File: src/rtl/regfile_sb.sv
// Register file with a per-register pending-write scoreboard, busy counter and WAW issue stall.
// Optional same-cycle writeback forwarding to the read ports when REGFILE_BYPASS_EN is defined.
module regfile_sb #(
    parameter int XLEN     = 32,
    parameter int ADDR_W   = 5,
    parameter int ZERO_REG = 1
) (
    input  logic              clk,
    input  logic              rst,
    input  logic [ADDR_W-1:0] rs1_addr,
    input  logic [ADDR_W-1:0] rs2_addr,
    output logic [XLEN-1:0]   rs1_data,
    output logic [XLEN-1:0]   rs2_data,
    output logic              rs1_busy,
    output logic              rs2_busy,
    input  logic              iss_valid,
    input  logic [ADDR_W-1:0] iss_rd,
    output logic              iss_ready,
    input  logic              wb_en,
    input  logic [ADDR_W-1:0] wb_rd,
    input  logic [XLEN-1:0]   wb_data,
    output logic [ADDR_W:0]   busy_cnt
);
    localparam int NREG = 2 ** ADDR_W;
    localparam bit ZR   = (ZERO_REG != 0);

    logic [XLEN-1:0]   r_regs [NREG];
    logic [NREG-1:0]   r_busy;
    logic [ADDR_W:0]   r_busy_cnt;

    logic              w_iss_zero;
    logic              w_wb_zero;
    logic              w_wb_ok;
    logic              w_set;
    logic              w_clr;

    logic [1:0][ADDR_W-1:0] w_ra;
    logic [1:0][XLEN-1:0]   w_rdat;
    logic [1:0]             w_rbsy;

    assign w_iss_zero = ZR && (iss_rd == '0);
    assign w_wb_zero  = ZR && (wb_rd == '0);
    assign w_wb_ok    = wb_en && !w_wb_zero;

    assign iss_ready  = w_iss_zero || !r_busy[iss_rd];

    // An accepted issue always targets a clear bit, so a same-register writeback never
    // clears it in that cycle: the set wins and the counter only increments.
    assign w_set = iss_valid && iss_ready && !w_iss_zero;
    assign w_clr = w_wb_ok && r_busy[wb_rd] && !(w_set && (iss_rd == wb_rd));

    assign w_ra = {rs2_addr, rs1_addr};

    for (genvar gp = 0; gp < 2; gp++) begin : g_rd
        always_comb begin
            w_rdat[gp] = r_regs[w_ra[gp]];
            w_rbsy[gp] = r_busy[w_ra[gp]];
`ifdef REGFILE_BYPASS_EN
            if (w_wb_ok && (wb_rd == w_ra[gp])) begin
                w_rdat[gp] = wb_data;
                w_rbsy[gp] = 1'b0;
            end
`endif
            if (ZR && (w_ra[gp] == '0)) begin
                w_rdat[gp] = '0;
                w_rbsy[gp] = 1'b0;
            end
        end
    end

    assign rs1_data = w_rdat[0];
    assign rs2_data = w_rdat[1];
    assign rs1_busy = w_rbsy[0];
    assign rs2_busy = w_rbsy[1];
    assign busy_cnt = r_busy_cnt;

    always_ff @(posedge clk) begin
        if (!rst) begin
            for (int i = 0; i < NREG; i++) r_regs[i] <= '0;
            r_busy     <= '0;
            r_busy_cnt <= '0;
        end else begin
            if (w_wb_ok) r_regs[wb_rd] <= wb_data;
            if (w_clr)   r_busy[wb_rd] <= 1'b0;
            if (w_set)   r_busy[iss_rd] <= 1'b1;
            case ({w_set, w_clr})
                2'b10:   r_busy_cnt <= r_busy_cnt + 1'b1;
                2'b01:   r_busy_cnt <= r_busy_cnt - 1'b1;
                default: r_busy_cnt <= r_busy_cnt;
            endcase
        end
    end
endmodule

File: config.mk
export PLATFORM = sky130hd
export DESIGN_NAME = regfile_sb
export DESIGN_NICKNAME = d
export VERILOG_FILES = /design/src/rtl/regfile_sb.sv
export SDC_FILE = /design/constraint.sdc
export NUM_CORES = 2
export LEC_CHECK = 0
export BUFFER_PORTS_ARGS = -buffer_cell sky130_fd_sc_hd__buf_2
export CAP_MARGIN = 5
export CORE_MARGIN = 2
export CORE_UTILIZATION = 29
export CTS_BUF_LIST = sky130_fd_sc_hd__clkbuf_4
export DETAILED_ROUTE_END_ITERATION = 10
export REMOVE_ABC_BUFFERS = 1
export SLEW_MARGIN = 10
export SYNTH_ARGS = -nofsm -noshare
export SYNTH_HDL_FRONTEND = slang
export SYNTH_SLANG_ARGS = --single-unit
File: constraint.sdc
create_clock -name clk -period 3.8 [get_ports clk]
set_input_delay 0 -clock clk [delete_from_list [all_inputs] [get_ports clk]]
set_output_delay 0 -clock clk [all_outputs]
set_load 0.01 [all_outputs]
==> summary.txt <==
Clocking
  • CTS sink cnt: 1,062
  • CTS Buf Count: 310
  • Post-CTS Repair Setup Buffers: 0
  • Clk slew on worst S/H paths: 60 ps
  • Clock tree buffer depth: 4
  • H-tree depth: 5
  • Worst skew pair latency: 1320 ps
  • Root Buffer: clkbuf_4
  • CTS tree: yes

Floorplanning
  • Die Area: 200,000 um2
  • Die Ht: 447.2 um
  • Row cnt: 162
  • Initial core utilization: 29.21%
  • I/O pin count: 129
  • Core area: 195,000 um2
  • Die width: 447.2 um

Logic synthesis
  • Fraction of registers with async set/reset: 0%
  • Commonest cells post-synth: edfxtp_1, and2_1, mux4_2, clkbuf_1, nor2_1
  • Yosys reg bits: 1,062
  • Synth unique cells: 52
  • Synth area leaders: edfxtp_1, mux4_2, and2_1
  • Synth top area share: 53.98%
  • Cell count after synthesis: 3,527
  • Post-synthesis sequential area ratio: 55.32%
  • Dominant cell type by area after synthesis: edfxtp_1
  • Yosys warning total: 0
  • EDFF count, synth: 1,024
  • Top_reg_cell synth: edfxtp_1
  • Mean Syn Cell Area: 16.15 um2
  • Most common cell in the netlist: edfxtp_1
  • Cell Area, Synth: 56,960 um2

Placed design
  • Placed Cells: 6,100
  • Routability cong.: 0.8408
  • PortBufs: 128
  • HPWL after DPL: 118,800 um

Worst hold path
  • Hold Crit Depth: 6
  • Hold EP: r_busy[22]
  • Hold path start: wb_rd[4]
  • Hold crit path type: input pin to flip-flop

Drt
  • Starting DRT DRC Count: 4,491
  • Via/cell ratio: 5.381
  • # DRC: 0
  • DR pass1 iterations: 6
  • Final WL: 202,800 um
  • DR WL/cell: 30.08 um
  • Vias: 36,280
  • Routed Antenna Nets: 0

STA
  • Final hold slack: 156.2 ps
  • RSZ-0062 raised after global routing: false
  • Min cycle time layout: 3739 ps
  • Slew headroom: 21.31%
  • Fin crit share: 98.40%
  • Final-report hold violation count: 0
  • Setup Skew: 71.58 ps
  • Final setup vio count: 0
  • Setup tns final: 0 ps
  • Max Slew Vio Count: 0
  • Fmax achieved: 267.4 MHz
  • Worst-Margin Slew: 1176 ps

Global route
  • GR Util All Layers: 20.25%
  • Vias in the first global route: 37,250
  • Gr busiest metal: met2
  • GRT met1 Usage: 26.30%
  • First-pass GRT wire length: 284,200 um
  • GR Overflow Total: 0
  • Largest net degree at the start of global routing: 69
  • Met3 Track Usage GR: 4.559%
  • Initial antenna violation count: 27
  • Met2 Use GR: 33.30%

Power and ir drop
  • Pwr Density: 420.9 nW/um2
  • Sequential share of power: 48.9%
  • Combinational share of power: 13.4%
  • Clock power frac: 37.7%
  • Worst vdd ir: 0.3014 mV
  • Switching Fraction: 26.37%
  • Internal: 20.72 mW
  • Static leakage: 22.81 nW
  • Sw Pwr: 7.420 mW

Setup path
  • Worst path buffer plus inverter count: 9
  • Worst EP arrival: 4950 ps
  • Slowest Stage Delay on Critical Path: 760 ps
  • Setup slack, reg-to-reg: 300 ps
  • Startpoint type of the worst setup path: input pin
  • Launching point of the worst reg2reg path: r_busy[1]
  • Setup CP Type: input pin to flip-flop
  • Number of cells on the worst reg-to-reg path: 10
  • CP max stage cell: dlygate4sd3_1
  • Worst flop-to-flop path endpoint: r_busy[26]
  • Critical Path Sink Type: flip-flop
  • CP delay by family, top: buffers and inverters
  • Critical path, cell by cell: dlygate4sd3_1 > dlygate4sd3_1 > buf_2 > dlygate4sd3_1 > nand3b_1 > dlygate4sd3_1 > buf_4 > dlygate4sd3_1 > o211ai_1 > dlygate4sd3_1 > o21ai_1 > dlygate4sd3_1
  • Crit-path max FO: 14
  • WP data required: 5010 ps
  • Cell mode on critical path: dlygate4sd3_1

Status
  • Status: complete, no violations

Cells and area
  • Share of layout cells above drive strength 1: 36.85%
  • Area Overhead vs Synth: 17.34%
  • Nets: 3,966
  • Non-Filler Instances: 6,742

Run
  • Number of max-cap violations: 0
## final cells by class
cell class	count	area, um2
Timing Repair Buffer	417	3681
Multi-Input combinational cell	2108	24630
Clock buffer	454	3408
Tap cell	2624	3283
Antenna cell	15	37.54
Sequential cell	1062	31510
Clock inverter	56	269.0
Fill cell	18730	128200
Inverter	6	22.52
## logic make-up (layout without fill, tap and decap cells)
logic type                 Yosys count  count (layout)  share of synthesized area (%)
buffers and inverters              388             933                          2.713
AOI/OAI and AO/OA                  131             131                          1.340
adders and majority gates            5               5                         0.1230
and+or+nand+nor                   1178            1178                          12.47
other                                1              47                       0.006584
DFF                               1062            1062                          55.32
muxes                              754             754                          27.91
xor gates and xnor gates             8               8                         0.1230
## power groups by stage
stage | clock (mW) | sequential, mW | combinational [mW]
global placement | 0 | 13.9 | 3.68
CTS | 10.8 | 13.8 | 3.80
detailed placement | 0 | 14.0 | 3.69
finish | 10.6 | 13.8 | 3.76
global route | 11.4 | 13.8 | 3.92
floorplan | 0 | 13.9 | 1.86
## what timing repair did
item | 4_1_cts | 5_1_grt
endpoints found under the hold margin | 1661 | 0
gates resized for setup | 0 | 1
hold buffers | 118 | 0
endpoints found under the setup margin | 0 | 10
## how the worst max path moves through the flow
stage                        start            end  slack [ps]  depth (start not counted)
CTS                 r_regs[18][24]   rs1_data[24]         110                          5
finish                    wb_rd[3]     r_busy[14]          60                         12
global route              wb_rd[3]     r_busy[14]          60                         12
global placement          wb_rd[1]    busy_cnt[5]         370                         14
detailed placement        wb_rd[1]    busy_cnt[5]         390                         14
floorplan                 wb_rd[3]  r_regs[28][0]         360                          3
## state kept, by name, indices dropped and copies added, names as in the netlist
name and count:
r_busy 32, r_regs 1024, busy_cnt 6
## per-layer routing
layer / up-vias / share of wire (%)
li1: 14650 / -
met2: 2222 / 49
met3: 417 / 9.9
met5: - / 0.013
met4: 4 / 3.3
met1: 18990 / 38
## worst register-to-register path, stage by stage, from the launching register on
cell,delay (ps)
dfxtp_1,370
inv_1,70
o21ai_0,360
a311oi_1,170
o221ai_1,260
o211a_2,320
nand2_1,230
dlygate4sd3_1,750
o211ai_1,210
dlygate4sd3_1,580
o21ai_0,70
## placed cells by master, fill, tap and decap left out, types with 6 or more instances in the layout
cell type      count
diode_2           15
and2_1           996
mux4_2           666
nor2_4            33
nand2_1           12
a21oi_1           13
clkinv_1          44
nand3b_1           6
mux2i_1           85
dfxtp_1           38
clkbuf_4         454
nor2_1            76
buf_2            117
nand2b_1          11
inv_2              7
nand3_1           12
o211ai_1          17
nor3b_1            6
edfxtp_1        1024
o21ai_0           34
buf_4            136
dlygate4sd3_1    117
conb_1            32
o21ai_4           31
buf_12            41
o21ai_1           17
## metrics by stage
step                util (%)  cell area (um2)  power [mW]  setup WS [ps]
finish                 34.28            66840       28.14          60.64
global route           34.27            66820       29.18          57.45
CTS                    34.26            66810       28.39          112.7
detailed placement     31.77            61950       17.69          390.4
global placement       31.77            61950       17.63          374.6
floorplan                  -            55550       15.77          358.6
Power figures use the tool's default switching activity.
